[src/rtl/subleq_mem_loader.sv]
// Program/data RAM for the subleq core, filled by a byte-stream loader that holds
// the core in reset until the image is in. Optional MMIO output via SUBLEQ_MMIO_OUT_EN.
module subleq_mem_loader #(
  parameter int               P_AW       = 8,
  parameter int               P_DW       = 8,
  parameter int               P_LOAD_LEN = 256,
  parameter logic [P_AW-1:0]  P_IO_ADDR  = 8'hFF
) (
  input  logic            i_clk,
  input  logic            i_rstn,
  input  logic [P_AW-1:0] i_cpu_raddr,
  output logic [P_DW-1:0] o_cpu_rdata,
  input  logic [P_AW-1:0] i_cpu_waddr,
  input  logic [P_DW-1:0] i_cpu_wdata,
  input  logic            i_cpu_we,
  output logic            o_cpu_rstn,
  input  logic            i_ld_start,
  input  logic            i_ld_valid,
  input  logic [P_DW-1:0] i_ld_data,
  input  logic            i_ld_last,
  output logic            o_ld_ready,
  output logic            o_loaded,
  output logic [P_DW-1:0] o_io_data,
  output logic            o_io_valid
);

  typedef enum logic [1:0] {
    S_LOAD = 2'd0,
    S_REL  = 2'd1,
    S_RUN  = 2'd2
  } state_t;

  localparam logic [P_AW:0] LP_LAST_CNT = (P_AW+1)'(P_LOAD_LEN - 1);

  logic [P_DW-1:0] mem_q [2**P_AW];
  state_t          state_q, state_d;
  logic [P_AW-1:0] ld_addr_q, ld_addr_d;
  logic [P_AW:0]   ld_cnt_q, ld_cnt_d;
  logic            cpu_rstn_q, loaded_q;
  logic            ld_xfer_s, cpu_wr_s, mem_we_s;
  logic [P_AW-1:0] mem_waddr_s;
  logic [P_DW-1:0] mem_wdata_s;

  // A start pulse wins over a same-cycle transfer, so the byte is dropped.
  assign o_ld_ready = (state_q == S_LOAD);
  assign ld_xfer_s  = i_ld_valid & o_ld_ready & ~i_ld_start;
  assign cpu_wr_s   = i_cpu_we & (state_q == S_RUN);

  // Next-state logic and RAM write-port arbitration between loader and CPU.
  always_comb begin
    state_d     = state_q;
    ld_addr_d   = ld_addr_q;
    ld_cnt_d    = ld_cnt_q;
    mem_we_s    = 1'b0;
    mem_waddr_s = ld_addr_q;
    mem_wdata_s = i_ld_data;
    if (i_ld_start) begin
      state_d   = S_LOAD;
      ld_addr_d = {P_AW{1'b0}};
      ld_cnt_d  = {(P_AW+1){1'b0}};
    end else begin
      case (state_q)
        S_LOAD: begin
          if (ld_xfer_s) begin
            ld_addr_d = ld_addr_q + P_AW'(1);
            ld_cnt_d  = ld_cnt_q + (P_AW+1)'(1);
            if (i_ld_last || (ld_cnt_q == LP_LAST_CNT)) begin
              state_d = S_REL;
            end else begin
              state_d = S_LOAD;
            end
          end else begin
            state_d = S_LOAD;
          end
        end
        S_REL:   state_d = S_RUN;
        S_RUN:   state_d = S_RUN;
        default: state_d = S_LOAD;
      endcase
    end
    if (ld_xfer_s) begin
      mem_we_s    = 1'b1;
      mem_waddr_s = ld_addr_q;
      mem_wdata_s = i_ld_data;
    end else if (cpu_wr_s) begin
      mem_we_s    = 1'b1;
      mem_waddr_s = i_cpu_waddr;
      mem_wdata_s = i_cpu_wdata;
    end else begin
      mem_we_s    = 1'b0;
    end
  end

  // Control registers; core reset and loaded flag track entry into S_RUN.
  always_ff @(posedge i_clk or negedge i_rstn) begin
    if (!i_rstn) begin
      state_q    <= S_LOAD;
      ld_addr_q  <= {P_AW{1'b0}};
      ld_cnt_q   <= {(P_AW+1){1'b0}};
      cpu_rstn_q <= 1'b0;
      loaded_q   <= 1'b0;
    end else begin
      state_q    <= state_d;
      ld_addr_q  <= ld_addr_d;
      ld_cnt_q   <= ld_cnt_d;
      cpu_rstn_q <= (state_d == S_RUN);
      loaded_q   <= (state_d == S_RUN);
    end
  end

  // RAM array, deliberately not reset.
  always_ff @(posedge i_clk) begin
    if (mem_we_s) begin
      mem_q[mem_waddr_s] <= mem_wdata_s;
    end
  end

  assign o_cpu_rdata = mem_q[i_cpu_raddr];
  assign o_cpu_rstn  = cpu_rstn_q;
  assign o_loaded    = loaded_q;

`ifdef SUBLEQ_MMIO_OUT_EN
  logic [P_DW-1:0] io_data_q;
  logic            io_valid_q;
  logic            io_hit_s;

  assign io_hit_s = cpu_wr_s & (i_cpu_waddr == P_IO_ADDR);

  // MMIO strobe lasts one cycle; the data byte holds until the next MMIO write.
  always_ff @(posedge i_clk or negedge i_rstn) begin
    if (!i_rstn) begin
      io_data_q  <= {P_DW{1'b0}};
      io_valid_q <= 1'b0;
    end else begin
      io_valid_q <= io_hit_s;
      if (io_hit_s) begin
        io_data_q <= i_cpu_wdata;
      end
    end
  end

  assign o_io_data  = io_data_q;
  assign o_io_valid = io_valid_q;
`else
  localparam logic [P_AW-1:0] LP_UNUSED_IO_ADDR = P_IO_ADDR;
  assign o_io_data  = {P_DW{1'b0}};
  assign o_io_valid = 1'b0;
`endif

endmodule

[config.mk]
export PLATFORM = sky130hd
export DESIGN_NAME = subleq_mem_loader
export DESIGN_NICKNAME = d
export VERILOG_FILES = /design/src/rtl/subleq_mem_loader.sv
export SDC_FILE = /design/constraint.sdc
export NUM_CORES = 2
export LEC_CHECK = 0
export CORE_AREA = 2 2 522 524
export CTS_BUF_LIST = sky130_fd_sc_hd__clkbuf_4
export DETAILED_ROUTE_END_ITERATION = 6
export DIE_AREA = 0 0 524 526
export GPL_ROUTABILITY_DRIVEN = 0
export SKIP_CTS_REPAIR_TIMING = 1
export SYNTH_ARGS = -nofsm -noshare
export SYNTH_HDL_FRONTEND = slang
export SYNTH_SLANG_ARGS = --single-unit
[constraint.sdc]
create_clock -name i_clk -period 11.6 [get_ports i_clk]
set_clock_uncertainty 0.05 [all_clocks]
set_input_delay 1.16 -clock i_clk [delete_from_list [all_inputs] [get_ports i_clk]]
set_output_delay 1.16 -clock i_clk [all_outputs]
set_load 0.05 [all_outputs]
==> results by stage <==
STA:
- The share of the clock period used by the worst path is 0.633.
- The peak clock frequency supported by timing is 136 MHz.
- The number of failing hold endpoints at the final stage is 0.
- The clock period minus worst slack is 7.34 ns.
- Setup violations remaining at the end of the flow were counted as 0.
- The sum of negative setup slack is 0 ns.
- Once routing completed, OpenROAD measured the worst setup slack at 4.26 ns.
- The slew of the pin with the lowest slew margin is 1.33 ns.
- Setup repair after global routing left no endpoint under its margin.
- The headroom to the max-slew limit is 0.106.
- The max-slew violation total from the final report is 0.

Floorplanning:
- The die boundary width is 524 um.
- The initial standard-cell utilization of the core is 0.299.
- The die covers 276,000 um2.
- The floorplan core area is 270,000 um2.
- The I/O pin count is 58.
- The vertical die dimension is 526 um.
- The number of placement rows is 191.

Global routing:
- In the global route stage, overall resource usage came out at 0.146.
- The global-route wire length before repair is 294 mm.
- Entering global routing, the biggest net connects 157 pins.
- The initial antenna violation count came to 9.
- The sum of overflow across all layers after global routing is 0.
- The via count of the first global-routing pass is 42,400.

Placed design:
- The quantity of I/O buffers inserted on ports is 48.
- Summed over all nets, the half-perimeter wirelength after detailed placement is 119 mm.
- In this run the cell area measured after placement is 84,900 um2.
- The minimum setup slack after placement is 4.20 ns.

Yosys:
- Of all flip-flops after synthesis, the portion carrying an async set or reset was 0.00967.
- The share of synthesized area in the top cell type comes to 0.762.
- In this run, synthesis inferred 2,048 flip-flops with an integrated enable.
- The synthesized netlist cell count is 3,896.
- The cell with the most instances after synthesis is edfxtp_1.
- In the post-synthesis netlist, the biggest area contributors are edfxtp_1, mux4_2, a22oi_1.
- Sorting the synthesized cells by how often they occur yields edfxtp_1, mux4_2, nor2_1.
- The share of the Yosys chip area taken by registers is 0.769.
- The synthesized flop and latch total is 2,068.
- The most common flop cell mapped by yosys is edfxtp_1.
- Synthesis instantiated 69 different standard cells from the library.
- After synthesis, the mean cell area works out to 20.7 um2.
- The cell area after synthesis is 80,700 um2.
- The synthesized design spends more area on one cell type than any other, namely edfxtp_1.
- The number of warnings printed during yosys synthesis is 0.

CTS:
- In this run the clock root is driven by a clkbuf_4.
- The number of buffers created by CTS is 534.
- The clock passes through at most 4 buffers.
- The clock net in this run drives a total of 2,068 sinks.
- Clock-pin slew was measured on the worst setup and hold paths at 0.07 ns.
- The CTS tree is done.
- For the worst-skew pair, the clock arrives at the later sink with an insertion delay of 1.39 ns.
- The deepest level of the CTS H-tree is 6.

Layout:
- The area growth from synthesis to final layout is 13.1%.
- Summing all non-filler instances in the final layout gives an area of 91,200 um2.
- After filler insertion, the fill cell instance count of the layout stands at 25,300.
- The net count reported at finish is 4,361.
- The fraction of final layout cells with drive strength greater than 1 is 0.291.

Worst setup path:
- In this run the worst path has a maximum fanout of 97.
- STA classifies the critical path endpoint as an output pin.
- The critical path class is in2out.
- The slack of the worst reg-to-reg path is 6.70 ns.
- STA classifies the critical path startpoint as an input port.
- For the worst setup path, the data required time is 10.39 ns.
- The data arrival time of the worst path is 6.13 ns.

Power and ir drop:
- The net switching power is 3.41 mW.
- The leakage power of the design is 28.2 nW.
- The share of total power dissipated in sequential elements is 0.548.
- The internal power is 11.6 mW.
- The worst vdd rail ir drop is 122 uV.
- Of the total power, the clock network draws 0.399.
- For this design the ratio of total power to cell area is 165 nW/um2.
- Of the total power, the share spent switching nets is 0.227.
- The share of total power in combinational logic is 0.053.

Status:
- The run finished with clean final reports.

Detailed routing:
- The routed layout has 41,600 vias.
- The routed wirelength normalized by instance count is 24.8 um.
- The post-detailed-route via-to-cell ratio is 5.06.
- In this run, the number of DRC markers left after iteration 0 of detailed routing was 4,558.
- The iteration count of the initial detailed-routing pass is 6.
- Once detail routing completed, the nets flagged for antenna violations numbered 0.
- The final routed DRC violation total is 0.
- The final routed wirelength across all metal layers is 204 mm.

Job:
- Across the run, the number of max-cap violations was 0.

Worst hold path:
- The worst min-delay path class is in2async.
## worst paths after layout
| check | startpoint | endpoint | cells after the start |
|---|---|---|---|
| max reg2reg | state_q[1] | mem_q[79][1] | 9 |
| max | i_cpu_raddr[0] | o_cpu_rdata[2] | 9 |
| max in group asynchronous | i_rstn | ld_addr_q[3] | 1 |
| min reg2reg | ld_cnt_q[6] | ld_cnt_q[6] | 2 |
| min | i_rstn | ld_cnt_q[5] | 1 |
| min in group i_clk | i_ld_last | state_q[0] | 3 |
## worst max-delay path, cell delays in order
cell and delay [ns]:
buf_8 0.40, buf_12 0.59, or3b_2 0.47, o221ai_1 0.29, a221oi_1 0.64, a21oi_1 0.24, nor4_1 0.92, nor4_1 0.23
clkdlybuf4s50_1 0.90
## layout make-up
cell class              instances  area [um2]  area share
diodes                         11        27.5    0.000302
clock buffers                 738        5540      0.0607
clock inverters               120         738     0.00809
flip-flops and latches       2068       62000       0.680
well taps                    3570        4470      0.0490
repair buffers                127        1160      0.0127
multi-input cells            1581       17300       0.189
inverters                       6        22.5    0.000247
## flip-flops by register name, summed over array words and instances (netlist names)
signal	cells
mem_q	2048
ld_cnt_q	9
ld_addr_q	8
state_q	2
o_loaded	1
## logic make-up after synthesis
family	Yosys count	share of synthesized area
DFF	2068	0.769
muxes	586	0.140
and+or+nand+nor	510	0.0291
AOI/OAI and AO/OA	460	0.0397
buffers and inverters	255	0.0200
xor gates and xnor gates	11	0.00119
adders and majority gates	5	0.000776
other	1	0.0000465
## cell usage in the layout (no fill, tap or decap), drive strengths merged, types with 11 or more instances in the layout
master         count
a211oi            17
a21oi            110
a221oi            20
a22oi            193
buf               83
clkbuf           739
clkdlybuf4s50     43
clkinv            96
dfrtp             20
diode             11
edfxtp          2048
inv               20
mux2              12
mux2i            139
mux4             435
nand2             50
nand2b            29
nand3             15
nor2             305
nor2b             20
nor4              36
o21ai             26
o221ai            43
o22ai             17
or2               15
## per-layer routing
| layer | up-vias | track usage | routed length, um |
|---|---|---|---|
| li1 | 17400 | - | - |
| met4 | 4 | 0.0527 | 5900 |
| met3 | 346 | 0.0353 | 16800 |
| met2 | 2009 | 0.230 | 98100 |
| met5 | - | 0 | 26 |
| met1 | 21800 | 0.195 | 83400 |
## power groups by stage
| stage | Combinational (mW) | Sequential, mW | Clock, mW |
|---|---|---|---|
| after floorplan | 0.495 | 8.43 | 0 |
| after global placement | 0.796 | 8.41 | 0 |
| after detailed placement | 0.809 | 8.41 | 0 |
| after CTS | 0.811 | 8.25 | 6.14 |
| after global routing | 0.846 | 8.25 | 6.52 |
| final | 0.801 | 8.25 | 6.00 |
## through the flow
stage                     hold slack, ns  utilization  cells  power, mW
after floorplan                    0.455            -   3904       8.92
after global placement             0.474        0.315   7351       9.21
after detailed placement           0.483        0.315   7351       9.22
after CTS                          0.153        0.338   8209       15.2
after global routing               0.223        0.338   8217       15.6
final                              0.237        0.338   8221       15.1
Power figures use the tool's default switching activity.
